--- src/rtl/vc_input_port_pkg.sv ---
// params_noc: shared NoC types for the VC input port (flit format, ports, per-VC states)
package params_noc;
  localparam int VC_NUM_DEF = 2;
  localparam int VC_Size = (VC_NUM_DEF > 1) ? $clog2(VC_NUM_DEF) : 1;
  typedef enum logic [1:0] {HEAD, BODY, TAIL, HEADTAIL} flit_type_t;
  typedef enum logic [2:0] {LOCAL, NORTH, EAST, SOUTH, WEST} inout_Port;
  typedef struct packed {
    flit_type_t flit_type;
    logic [VC_Size-1:0] vc;
    logic [15:0] data;
  } flit_Data_withvc;
  typedef enum logic [1:0] {IDLE, VC_ALLOC, SWITCH} vc_state_t;
  function automatic logic is_head(flit_type_t t);
    return t == HEAD || t == HEADTAIL;
  endfunction
  function automatic logic is_tail(flit_type_t t);
    return t == TAIL || t == HEADTAIL;
  endfunction
endpackage

--- src/rtl/vc_input_port_if.sv ---
// vc_input_port_if: link/allocator bundle of one router input port
//   slave  (the port): takes flit_i, write_i, read_i, route_i, vc_new_i, vc_valid_i;
//                      drives flit_o, empty_o, full_o, on_off_o, vc_req_o,
//                      switch_req_o, port_o, downstream_vc_o, err_o
//   master (link + allocators): the reverse directions
interface vc_input_port_if import params_noc::*; #(parameter int VC_NUM = VC_NUM_DEF);
  flit_Data_withvc flit_i;
  logic write_i;
  logic [VC_NUM-1:0] read_i;
  inout_Port route_i [VC_NUM];
  logic [VC_Size-1:0] vc_new_i [VC_NUM];
  logic [VC_NUM-1:0] vc_valid_i;
  flit_Data_withvc flit_o [VC_NUM];
  logic [VC_NUM-1:0] empty_o, full_o, on_off_o, vc_req_o, switch_req_o, err_o;
  inout_Port port_o [VC_NUM];
  logic [VC_Size-1:0] downstream_vc_o [VC_NUM];
  modport slave (
    input flit_i, write_i, read_i, route_i, vc_new_i, vc_valid_i,
    output flit_o, empty_o, full_o, on_off_o, vc_req_o, switch_req_o, port_o, downstream_vc_o, err_o
  );
  modport master (
    output flit_i, write_i, read_i, route_i, vc_new_i, vc_valid_i,
    input flit_o, empty_o, full_o, on_off_o, vc_req_o, switch_req_o, port_o, downstream_vc_o, err_o
  );
endinterface

--- src/rtl/vc_input_port_fifo.sv ---
// vc_fifo: single-VC circular flit FIFO with empty/full/on_off flags
//   clk, rst_n (sync, active low); wr/din push; rd pop; dout = head (combinational)
//   a push to a full FIFO is taken only together with an accepted pop; a pop of an empty FIFO is dropped
module vc_fifo import params_noc::*; #(
  parameter int BUFFER_SIZE = 8,
  parameter int OFF_THRESHOLD = 6
) (
  input  logic clk,
  input  logic rst_n,
  input  logic wr,
  input  logic rd,
  input  flit_Data_withvc din,
  output flit_Data_withvc dout,
  output logic empty,
  output logic full,
  output logic on_off
);
  localparam int AW = $clog2(BUFFER_SIZE);
  flit_Data_withvc mem [BUFFER_SIZE];
  logic [AW-1:0] wp, rp;
  logic [AW:0] cnt;
  logic do_rd, do_wr;
  assign do_rd = rd && !empty;
  assign do_wr = wr && (!full || do_rd);
  assign empty = cnt == '0;
  assign full = cnt == (AW+1)'(BUFFER_SIZE);
  assign on_off = cnt < (AW+1)'(OFF_THRESHOLD);
  assign dout = mem[rp];
  always_ff @(posedge clk)
    if (do_wr) mem[wp] <= din;
  always_ff @(posedge clk)
    if (!rst_n) begin
      wp <= '0;
      rp <= '0;
      cnt <= '0;
    end else begin
      wp <= wp + AW'(do_wr);
      rp <= rp + AW'(do_rd);
      cnt <= cnt + (AW+1)'(do_wr) - (AW+1)'(do_rd);
    end
endmodule

--- src/rtl/vc_input_port.sv ---
// vc_input_port: router input port with VC_NUM virtual channels, each a FIFO plus IDLE->VC_ALLOC->SWITCH FSM
//   clk, rst_n (sync, active low); bus (vc_input_port_if.slave) carries the link and allocator signals
//   VC_INPUT_PORT_ERR_CHECK_EN: when defined, illegal events set sticky err_o and stray
//   BODY/TAIL head flits are dropped; otherwise err_o=0 and such flits are treated as heads
module vc_input_port import params_noc::*; #(
  parameter int VC_NUM = VC_NUM_DEF,
  parameter int BUFFER_SIZE = 8,
  parameter int OFF_THRESHOLD = 6
) (
  input logic clk,
  input logic rst_n,
  vc_input_port_if.slave bus
);
  for (genvar v = 0; v < VC_NUM; v++) begin : g_vc
    flit_Data_withvc head;
    vc_state_t st, st_n;
    inout_Port port;
    logic [VC_Size-1:0] dvc;
    logic wr, rd, pop, drop, empty, full, on_off;
    assign wr = bus.write_i && bus.flit_i.vc == VC_Size'(v);
    assign rd = (bus.read_i[v] && st == SWITCH) || drop;
    assign pop = rd && !empty;
    vc_fifo #(.BUFFER_SIZE(BUFFER_SIZE), .OFF_THRESHOLD(OFF_THRESHOLD)) u_fifo (
      .clk(clk), .rst_n(rst_n), .wr(wr), .rd(rd), .din(bus.flit_i),
      .dout(head), .empty(empty), .full(full), .on_off(on_off)
    );
    always_comb
      st_n = (st == IDLE) ? ((!empty && !drop) ? VC_ALLOC : IDLE)
           : (st == VC_ALLOC) ? (bus.vc_valid_i[v] ? SWITCH : VC_ALLOC)
           : ((pop && is_tail(head.flit_type)) ? IDLE : SWITCH);
    always_ff @(posedge clk)
      if (!rst_n) begin
        st <= IDLE;
        port <= LOCAL;
        dvc <= '0;
      end else begin
        st <= st_n;
        if (st == IDLE && st_n == VC_ALLOC) port <= bus.route_i[v];
        if (st == VC_ALLOC && bus.vc_valid_i[v]) dvc <= bus.vc_new_i[v];
      end
`ifdef VC_INPUT_PORT_ERR_CHECK_EN
    logic err;
    assign drop = st == IDLE && !empty && !is_head(head.flit_type);
    always_ff @(posedge clk)
      if (!rst_n) err <= 1'b0;
      else err <= err | (wr && full && !pop) | (bus.read_i[v] && (empty || st != SWITCH)) | drop;
    assign bus.err_o[v] = err;
`else
    assign drop = 1'b0;
    assign bus.err_o[v] = 1'b0;
`endif
    assign bus.flit_o[v] = (st == SWITCH)
      ? flit_Data_withvc'{flit_type: head.flit_type, vc: dvc, data: head.data} : head;
    assign bus.empty_o[v] = empty;
    assign bus.full_o[v] = full;
    assign bus.on_off_o[v] = on_off;
    assign bus.vc_req_o[v] = st == VC_ALLOC;
    assign bus.switch_req_o[v] = st == SWITCH && !empty;
    assign bus.port_o[v] = port;
    assign bus.downstream_vc_o[v] = dvc;
  end
endmodule

--- src/flat_wrapper.sv ---
// flat-port wrapper written by rule: the top's interface ports become plain ports
module vc_input_port_flat import params_noc::*;
#(
  parameter int VC_NUM = VC_NUM_DEF,
  parameter int BUFFER_SIZE = 8,
  parameter int OFF_THRESHOLD = 6
)
  (clk, rst_n, bus_flit_i, bus_write_i, bus_read_i, bus_route_i, bus_vc_new_i, bus_vc_valid_i, bus_flit_o, bus_empty_o, bus_full_o, bus_on_off_o, bus_vc_req_o, bus_switch_req_o, bus_port_o, bus_downstream_vc_o, bus_err_o);
  vc_input_port_if #(.VC_NUM(VC_NUM)) bus_i ();
  input logic clk;
  input logic rst_n;
  input wire logic [$bits(bus_i.flit_i)-1:0] bus_flit_i;
  input wire logic [$bits(bus_i.write_i)-1:0] bus_write_i;
  input wire logic [$bits(bus_i.read_i)-1:0] bus_read_i;
  input wire logic [$bits(bus_i.route_i)-1:0] bus_route_i;
  input wire logic [$bits(bus_i.vc_new_i)-1:0] bus_vc_new_i;
  input wire logic [$bits(bus_i.vc_valid_i)-1:0] bus_vc_valid_i;
  output wire logic [$bits(bus_i.flit_o)-1:0] bus_flit_o;
  output wire logic [$bits(bus_i.empty_o)-1:0] bus_empty_o;
  output wire logic [$bits(bus_i.full_o)-1:0] bus_full_o;
  output wire logic [$bits(bus_i.on_off_o)-1:0] bus_on_off_o;
  output wire logic [$bits(bus_i.vc_req_o)-1:0] bus_vc_req_o;
  output wire logic [$bits(bus_i.switch_req_o)-1:0] bus_switch_req_o;
  output wire logic [$bits(bus_i.port_o)-1:0] bus_port_o;
  output wire logic [$bits(bus_i.downstream_vc_o)-1:0] bus_downstream_vc_o;
  output wire logic [$bits(bus_i.err_o)-1:0] bus_err_o;
  assign bus_i.flit_i = bus_flit_i;
  assign bus_i.write_i = bus_write_i;
  assign bus_i.read_i = bus_read_i;
  assign bus_i.route_i = {>>{bus_route_i}};
  assign bus_i.vc_new_i = {>>{bus_vc_new_i}};
  assign bus_i.vc_valid_i = bus_vc_valid_i;
  assign bus_flit_o = {>>{bus_i.flit_o}};
  assign bus_empty_o = bus_i.empty_o;
  assign bus_full_o = bus_i.full_o;
  assign bus_on_off_o = bus_i.on_off_o;
  assign bus_vc_req_o = bus_i.vc_req_o;
  assign bus_switch_req_o = bus_i.switch_req_o;
  assign bus_port_o = {>>{bus_i.port_o}};
  assign bus_downstream_vc_o = {>>{bus_i.downstream_vc_o}};
  assign bus_err_o = bus_i.err_o;
  vc_input_port #(.VC_NUM(VC_NUM), .BUFFER_SIZE(BUFFER_SIZE), .OFF_THRESHOLD(OFF_THRESHOLD)) u_core (.clk(clk), .rst_n(rst_n), .bus(bus_i));
endmodule
--- config.mk ---
export PLATFORM = sky130hd
export DESIGN_NAME = vc_input_port_flat
export DESIGN_NICKNAME = d
export VERILOG_FILES = /design/src/rtl/vc_input_port_pkg.sv /design/src/rtl/vc_input_port_if.sv /design/src/rtl/vc_input_port_fifo.sv /design/src/rtl/vc_input_port.sv /design/src/flat_wrapper.sv
export SDC_FILE = /design/constraint.sdc
export NUM_CORES = 1
export LEC_CHECK = 0
export CORE_MARGIN = 2
export CORE_UTILIZATION = 35
export DETAILED_ROUTE_END_ITERATION = 8
export DONT_BUFFER_PORTS = 1
export GPL_ROUTABILITY_DRIVEN = 0
export GPL_TIMING_DRIVEN = 0
export PLACE_DENSITY = 0.54
export SLEW_MARGIN = 20
export SYNTH_ARGS = -nofsm -noshare
export SYNTH_HDL_FRONTEND = slang
export SYNTH_SLANG_ARGS = --single-unit
--- constraint.sdc ---
create_clock -name clk -period 6 [get_ports clk]
set_input_delay 0.6 -clock clk [delete_from_list [all_inputs] [get_ports clk]]
set_output_delay 0.6 -clock clk [all_outputs]
set_load 0.02 [all_outputs]
==> Word level (Yosys, flattened, before mapping) <==
Memories as Yosys holds them, arrays and structs flattened. A register that Yosys moved wholly into a read port is not among the register bits.
Cells that the tools add are included.
Widths: inputs -> output; s select.
{ "classes": {"addsub": 8, "magnitude_cmp": 2, "eq_ne": 12, "muxes": 18, "bitwise": 1, "n_reduce_logical": 28} }
{ "op_table": {"columns": ["operator", "count"], "rows": [
  ["$mux 17", 2],
  ["$logic_and 1x1->1", 16],
  ["$mux 2", 8],
  ["$add 3x1->3", 4],
  ["$eq 2x2->1 const B", 6],
  ["$add 4x1->4", 2],
  ["$eq 2x1->1 const B", 4],
  ["$eq 4x4->1 const B", 2],
  ["$logic_not 4->1", 2],
  ["$lt 4x3->1 const B", 2],
  ["$sub 4x1->4", 2],
  ["$mux 1", 6],
  ["$mux 3", 2],
  ["$logic_not 1->1", 4],
  ["$logic_not 2->1", 2],
  ["$logic_or 1x1->1", 4],
  ["$not 1->1", 1]
]} }
{ "word_totals": {"regBits": 32, "mem_bits_rw": 304, "input_bits": 34, "output_inout_bits": 58, "word_cells": 83, "n_memories": 2} }
{ "mem_list": {"columns": ["memory", "depth", "width", "rd", "rd_clocked_by_memory_dff", "write_ports", "line", "source"], "rows": [
  ["u_core.g_vc[0].u_fifo.mem", 8, 19, 1, 1, 1, "vc_input_port_fifo.sv:19", "flit_Data_withvc mem [BUFFER_SIZE];"],
  ["u_core.g_vc[1].u_fifo.mem", 8, 19, 1, 1, 1, "vc_input_port_fifo.sv:19", null]
]} }

==> Depth between registers and ports, before layout <==
Gate-level depths: netlist (run 1).
{ "depth": {"word_depth": 9, "depth_mapped": 11, "depth_no_buf": 11} }

==> Hierarchy <==
A second synthesis (run 1) with hierarchy kept.
{ "unflattened": {"hier_cells": 650, "area_unflattened_um2": 13615.6} }
{ "by_module_without_submodules": {"columns": ["module", "instances", "cells_per_inst", "area_per_inst_um2"], "rows": [
  ["vc_fifo", 2, 286, 6459.9],
  ["vc_input_port", 1, 78, 695.7]
]} }

==> Worst setup path after synthesis (run 1) <==
No wires, ideal clock.
{ "synth_path": {"kind": "flip-flop to flip-flop", "startpoint": "register u_core.g_vc[1].u_fifo.cnt[2]", "endpoint": "memory u_core.g_vc[1].u_fifo.mem[2][0] in the netlist's numbering, enable pin", "arrival_time_ps": 3276, "required_time_ps": 5549, "path_slack_ps": 2274, "stages_incl_launch_ff": 7, "path_buffers": 0, "path_cell_list": "dfxtp_1 -> inv_1 -> ha_1 -> nor3b_2 -> nor3b_4 -> o21bai_2 -> nor4b_1"} }
{ "synth_via": {"elab_chain_cells": 7, "word_cells_on_any_way": 9, "cone_classes": "eq/ne: 1; mux: 2; reduce/logical: 6"} }
{ "synth_lines": {"columns": ["element", "line", "source"], "rows": [
  ["start: declaration", "vc_input_port_fifo.sv:21", "logic [AW:0] cnt;"],
  ["start signal: assignment", "vc_input_port_fifo.sv:39", "cnt <= cnt + (AW+1)'(do_wr) - (AW+1)'(do_rd);"],
  ["$logic_not 4->1", "vc_input_port_fifo.sv:25", "assign empty = cnt == '0;"],
  ["net u_core.g_vc[1].empty", "vc_input_port.sv:19", "logic wr, rd, pop, drop, empty, full, on_off;"],
  ["$logic_not 1->1", "vc_input_port_fifo.sv:23", "assign do_rd = rd && !empty;"],
  ["$logic_and 1x1->1", "vc_input_port_fifo.sv:23", null],
  ["$logic_or 1x1->1", "vc_input_port_fifo.sv:24", "assign do_wr = wr && (!full || do_rd);"],
  ["$logic_and 1x1->1", "vc_input_port_fifo.sv:24", null],
  ["$mux 1", "vc_input_port_fifo.sv:30", "if (do_wr) mem[wp] <= din;"],
  ["$mux 1 (implied by the code)", "vc_input_port_fifo.sv:30", null],
  ["end: declaration", "vc_input_port_fifo.sv:19", null]
]} }
The timed path passes the listed nets, and every way through them passes these cells.

==> impl_metrics.csv, run 1 <==
group,metric,value,unit
run_status,status,"finished, final reports clean",
timing,fmax,0.317,GHz
global_route,grt_pass1_wl,39.9,mm
yosys,yosys_register_bits,336,
drt,vias,6101,
yosys,synth_area_per_cell,21.0,um2
final_layout,drive_gt1_frac,0.300,
yosys,syn-cell-area,0.0134,mm2
job,cap_violations,0,
final_layout,final_area,0.0155,mm2
setup_path,path_delay_family,"buffers and inverters",
die,rows,71,
setup_path,crit_fanout,10,
cts,root_buffer,"clkbuf_16",
drt,drtIter0Drc,250,
setup_path,cp.depth,4,
die,die_x,200,um
setup_path,cp_data_required_time,5.40,ns
timing,post-route-period-util,0.526,
setup_path,end_kind,"output port",
timing,slew_headroom,0.367,
place,place_hpwl,18.2,mm
die,start_util,0.355,
yosys,synth-async-reset-ratio,0,
cts,clock_path_buffers,3,
yosys,synth_cells,638,
setup_path,start_kind,"flop",
drt,antenna_left,0,
yosys,ys.flop_type,"edfxtp_1",
timing,finalClockSkew,0.0162,ns
cts,cts.reportedPaths.clkPinSlew,0.06,ns
place,placed_area,0.0143,mm2
timing,holdWs,0.169,ns
setup_path,slowest_stage,"clkbuf_1",
global_route,grt_pass1_vias,6451,
global_route,grtUsageTotal,0.138,
cts,cts_tree,"built",
cts,postCtsSetupBuffers,0,
pwr,power_leakage,5.09,nW
yosys,synth_edf_count,304,
global_route,grt_max_degree,20,
global_route,antenna_found_initial,0,
cts,clkSinkCount,336,
setup_path,cpPeakStageDelay,0.51,ns
timing,rsz0062_at_grt,"no",
min_path,min_path_type,"in -> reg",
final_layout,area_delta_synth_final,15.5,%
setup_path,path_class,"reg -> out",
yosys,synth_cell_types,38,
timing,setup_violations,0,
die,core,0.0377,mm2
timing,drv_slew,0,
drt,drt_wl_total,26.9,mm
die,ios,92,
setup_path,worstRegToRegCells,8,
drt,drc,0,
yosys,yosys_warnings,0,
final_layout,num-fill-cells,3301,
final_layout,multiInputGateArea,0.00337,mm2
timing,tns,0,ns
setup_path,path_cells,"clkbuf_1 -> buf_2 -> mux4_1 -> mux2_2",
cts,cts_resized,0,
setup_path,arrival,2.55,ns
cts,insertion_delay,0.52,ns
cts,holdBufCountCts,0,
place,numPortBuffers,0,
global_route,grt_overflow,0,
min_path,worstHoldPathCells,0,
final_layout,regArea,0.00977,mm2
timing,hold_viol,0,
pwr,cellPowerDensity,347,mW/mm2
die,die_h,200,um
final_layout,antenna_cells,0,
setup_path,cp_num_buf_inv,2,
timing,tightest_slew,0.941,ns
yosys,seq_area_frac_synth,0.730,
pwr,ir_drop,0.169,mV
drt,wl_per_cell,21.7,um
die,die_area,0.0398,mm2
drt,via_per_inst,4.92,
final_layout,fin_nets,762,
drt,dr.pass1.iters,4,
timing,period_needed,3.15,ns
cts,cts_buffers,36,
cts,htree_levels,2,
[synth_stat cells, types with 3 or more instances]
library cell / instances / area [um2]
edfxtp_1: 304 / 9130
mux4_2: 52 / 1170
mux2_2: 36 / 405
dfxtp_1: 32 / 641
mux4_1: 24 / 631
ha_1: 20 / 250
and2_1: 18 / 113
buf_2: 13 / 65.1
nand2_1: 13 / 48.8
inv_1: 12 / 45.0
nor2b_1: 11 / 68.8
buf_4: 10 / 75.1
clkbuf_1: 8 / 30.0
mux2i_1: 8 / 80.1
nor2_1: 8 / 30.0
a21oi_1: 7 / 35.0
nor4b_1: 6 / 52.6
xor2_1: 6 / 52.6
nand2b_1: 5 / 31.3
nand3_1: 5 / 25.0
a21boi_0: 4 / 30.0
a21o_1: 4 / 30.0
and4b_1: 4 / 40.0
buf_12: 4 / 80.1
nor3b_2: 3 / 37.5
[state kept, by name (all words and copies together), names as in the netlist]
name,flops
u_core.g_vc.u_fifo.mem,304
u_core.g_vc.u_fifo.cnt,8
u_core.g_vc.port,6
u_core.g_vc.u_fifo.rp,6
u_core.g_vc.u_fifo.wp,6
u_core.g_vc.st,4
u_core.g_vc.dvc,2
[final cells by class]
cell class | count | area share
Multi-Input combinational cell | 252 | 0.218
Clock buffer | 44 | 0.0602
Buffer | 37 | 0.0177
Inverter | 14 | 0.00340
Clock inverter | 17 | 0.0158
Sequential cell | 336 | 0.632
Tap cell | 511 | 0.0414
Timing Repair Buffer | 29 | 0.0113
[logic make-up after synthesis]
family                   after synthesis  synth area share
AO/OA/AOI/OAI                         20            0.0100
XOR/XNOR                               8           0.00524
adder cells (fa/ha/maj)               22            0.0217
buffers and inverters                 51            0.0243
flip-flops                           336             0.730
multiplexers                         120             0.171
other                                  1          0.000280
AND/OR/NAND/NOR                       80            0.0374
[metrics by stage]
step | worst slack (ns) | util | total power [mW] | cells
floorplan | 2.27 | - | 3.12 | 639
global placement | 0.214 | 0.372 | 3.20 | 1150
detailed placement | 2.96 | 0.379 | 3.23 | 1179
CTS | 2.76 | 0.410 | 5.43 | 1240
global route | 2.73 | 0.410 | 5.57 | 1240
finish | 2.85 | 0.410 | 5.37 | 1240
[power breakdown]
| group | internal [mW] | switching, mW |
|---|---|---|
| combinational | 0.208 | 0.271 |
| sequential | 2.63 | 0.0592 |
| clock | 1.33 | 0.868 |
| total | 4.17 | 1.20 |
[worst register-to-register path: stages (launching register included)]
cell and delay (ns):
dfxtp_1 0.34, inv_1 0.08, ha_1 0.19, nor3b_2 0.19
nor3b_4 0.33, o21bai_2 0.24, nor4_2 0.76, buf_2 0.32
buf_2 0.25
[per-layer routing]
metal  up-vias  GRT usage  routed length (um)
met5         -          0                   0
met4         0     0.0373                 513
met3        36     0.0334                1670
met2       118      0.248               14200
met1      3223      0.164               10500
li1       2724          -                   -
[final timing paths]
check	slack, ns	start	end
max	2.85	u_core.g_vc[1].u_fifo.rp[1]	bus_flit_o[15]
min	0.17	bus_flit_i[7]	u_core.g_vc[1].u_fifo.mem[2][7]
max reg2reg	3.01	u_core.g_vc[1].u_fifo.cnt[2]	u_core.g_vc[1].u_fifo.mem[0][13]
min reg2reg	0.49	u_core.g_vc[0].dvc	u_core.g_vc[0].dvc
[placed cells by master, fill, tap and decap left out, drive strengths merged, types with 3 or more instances in the layout]
master	count
nor2b	11
nand2	13
xor2	6
o21ai	3
clkbuf	52
dfxtp	32
bufinv	5
and4b	4
ha	20
a21boi	4
nand2b	5
nand3	5
a21o	4
mux2	36
nor4b	6
edfxtp	304
mux2i	8
inv	17
a21oi	8
nor2	8
nor3b	4
clkinv	9
mux4	76
buf	58
and2	18
(Power assumes the default switching activity.)
==> run 2: changes to the inputs <==
--- a/config.mk
+++ b/config.mk
@@ -11,7 +11,7 @@
 export DONT_BUFFER_PORTS = 1
 export GPL_ROUTABILITY_DRIVEN = 0
 export GPL_TIMING_DRIVEN = 0
-export PLACE_DENSITY = 0.54
+export PLACE_DENSITY = 0.56
 export SLEW_MARGIN = 20
 export SYNTH_ARGS = -nofsm -noshare
 export SYNTH_HDL_FRONTEND = slang
==> constraint.sdc (replaced) <==
create_clock -name clk -period 2.8 [get_ports clk]
set_input_delay 0.28 -clock clk [delete_from_list [all_inputs] [get_ports clk]]
set_output_delay 0.28 -clock clk [all_outputs]
set_load 0.02 [all_outputs]
==> run 2 against run 1 <==
Compared with the run above:
- non-clock buffer count increased by 41
- setup slack worse by 2.7 ns
- power is 100% higher
- clock power grew 72%
- clock-buffer cell count is 4 lower
- critical path type is now reg -> reg
- critical endpoint is now u_core.g_vc[0].u_fifo.mem[1][9]
- register-to-register slack got worse by 2.8 ns
- via count is 2.4% higher
- routed wire length grew 5.4%
- die area is the same
==> impl_metrics.csv, run 2 (same netlist as run 1, synthesis figures left out) <==
group,metric,value,unit
run_status,status,"finished, final reports clean",
drt,wl_per_cell,22.2,um
timing,period_needed,2.62,ns
drt,drt_wl_total,28.4,mm
timing,post-route-period-util,0.934,
drt,vias,6248,
setup_path,cp_data_required_time,3.07,ns
final_layout,fin_nets,798,
global_route,grt_overflow,0,
cts,cts_tree,"built",
final_layout,final_cell_mix,"edfxtp_1 (304), mux4_2 (52), mux2_2 (36)",
drt,via_per_inst,4.90,
timing,fmax,0.382,GHz
global_route,grt_pass1_wl,41.3,mm
die,core,0.0377,mm2
final_layout,final_common_cell,"edfxtp_1",
global_route,grtUsageTotal,0.143,
final_layout,final_area,0.0157,mm2
place,place_hpwl,18.7,mm
cts,clkSinkCount,336,
pwr,cellPowerDensity,684,mW/mm2
final_layout,drive_gt1_frac,0.290,
drt,dr.pass1.iters,4,
die,ios,92,
global_route,grt_pass1_vias,6697,
min_path,hp-start,"bus_read_i[0]",
global_route,grt_max_degree,20,
timing,tns,0,ns
setup_path,rr_startpoint,"u_core.g_vc[0].u_fifo.cnt[2]",
drt,antenna_left,0,
cts,cts_buffers,31,
setup_path,start_kind,"flop",
min_path,worstHoldPathCells,2,
final_layout,antenna_cells,0,
final_layout,final-instance-count-excl-fill,1276,
pwr,power.total,10.7,mW
setup_path,r2r-end,"u_core.g_vc[0].u_fifo.mem[1][9]",
final_layout,area_delta_synth_final,17.3,%
pwr,ir_drop,0.471,mV
die,start_util,0.355,
die,die_area,0.0398,mm2
cts,insertion_delay,0.57,ns
setup_path,end_kind,"flop",
setup_path,ff2ff_setup_slack,0.18,ns
timing,rsz0062_at_grt,"no",
global_route,antenna_found_initial,0,
cts,cts.reportedPaths.clkPinSlew,0.06,ns
drt,drtIter0Drc,375,
place,placed_area,0.0144,mm2
place,dp.cells,1183,
job,cap_violations,0,
min_path,min_path_type,"in -> reg",
min_path,hold-path-endpoint,"u_core.g_vc[0].st[1]",
pwr,power_leakage,5.17,nW
timing,drv_slew,0,
timing,slew_headroom,0.475,
timing,holdWs,0.0405,ns
final_layout,top_regs,"u_core.g_vc.u_fifo.mem: 304 flops, u_core.g_vc.u_fifo.cnt: 8 flops",
place,numPortBuffers,0,
cts,clock_path_buffers,3,
die,die_x,200,um
setup_path,arrival,2.89,ns
timing,setup_violations,0,
die,die_h,200,um
setup_path,crit_fanout,7,
timing,finalClockSkew,0.00942,ns
final_layout,max_flop_register,"u_core.g_vc.u_fifo.mem",
setup_path,worstRegToRegCells,9,
drt,drc,0,
die,rows,71,
setup_path,path_class,"reg -> reg",
cts,htree_levels,1,
final_layout,largest_reg_flops,304,
timing,tightest_slew,0.785,ns
timing,hold_viol,0,
cts,root_buffer,"clkbuf_16",
[run 2: layer usage]
metal | track usage | share of wire
met3 | 0.0257 | 0.051
met4 | 0.0439 | 0.024
met5 | 0 | 0
met1 | 0.171 | 0.40
met2 | 0.262 | 0.53
[run 2: through the flow]
stage / util / setup WS (ns)
after floorplan: - / -0.909
after global placement: 0.373 / -3.39
after detailed placement: 0.381 / -0.139
after CTS: 0.416 / 0.0321
after global routing: 0.417 / 0.00846
final: 0.417 / 0.183
[run 2: where the power goes]
group	switching [mW]	internal (mW)
Clock	1.73	2.04
Combinational	0.683	0.498
Sequential	0.139	5.64
[run 2: what timing repair did]
item,CTS,global route
gates resized for setup,10,1
pin swaps,1,2
hold buffers,33,0
setup buffers,1,3
endpoints found under the hold margin,316,0
setup endpoints to repair,74,41
[run 2: worst max-delay path, stage by stage, from the launching register on]
cell and delay (ns):
dfxtp_1 0.34, inv_1 0.08, ha_1 0.21, nor3b_2 0.19, nor3b_4 0.34, o21ai_4 0.18
nor4b_4 0.35, buf_2 0.23, buf_4 0.17, buf_2 0.21
[run 2: how the worst max path moves through the flow]
stage / from / cells past startpoint / slack (ns) / to
2_1_floorplan: u_core.g_vc[1].u_fifo.cnt[2] / 6 / -0.91 / u_core.g_vc[1].u_fifo.mem[4][0]
6_report: u_core.g_vc[0].u_fifo.cnt[2] / 9 / 0.18 / u_core.g_vc[0].u_fifo.mem[1][9]
3_5_place_dp: u_core.g_vc[1].u_fifo.cnt[2] / 8 / -0.14 / u_core.g_vc[1].u_fifo.mem[6][12]
5_1_grt: u_core.g_vc[1].u_fifo.cnt[2] / 9 / 0.008 / u_core.g_vc[1].u_fifo.mem[4][11]
4_1_cts: u_core.g_vc[1].u_fifo.cnt[2] / 9 / 0.03 / u_core.g_vc[1].u_fifo.mem[4][9]
3_3_place_gp: u_core.g_vc[1].u_fifo.cnt[2] / 6 / -3.39 / u_core.g_vc[1].u_fifo.mem[4][13]
[run 2: layout make-up]
class                   count  area (um2)
clock inverters            16        96.3
well taps                 511         639
plain buffers              37         275
fillers                  3295       22000
repair buffers             70         601
inverters                  14        52.6
flip-flops and latches    336        9770
multi-input cells         252        3460
clock buffers              40         810
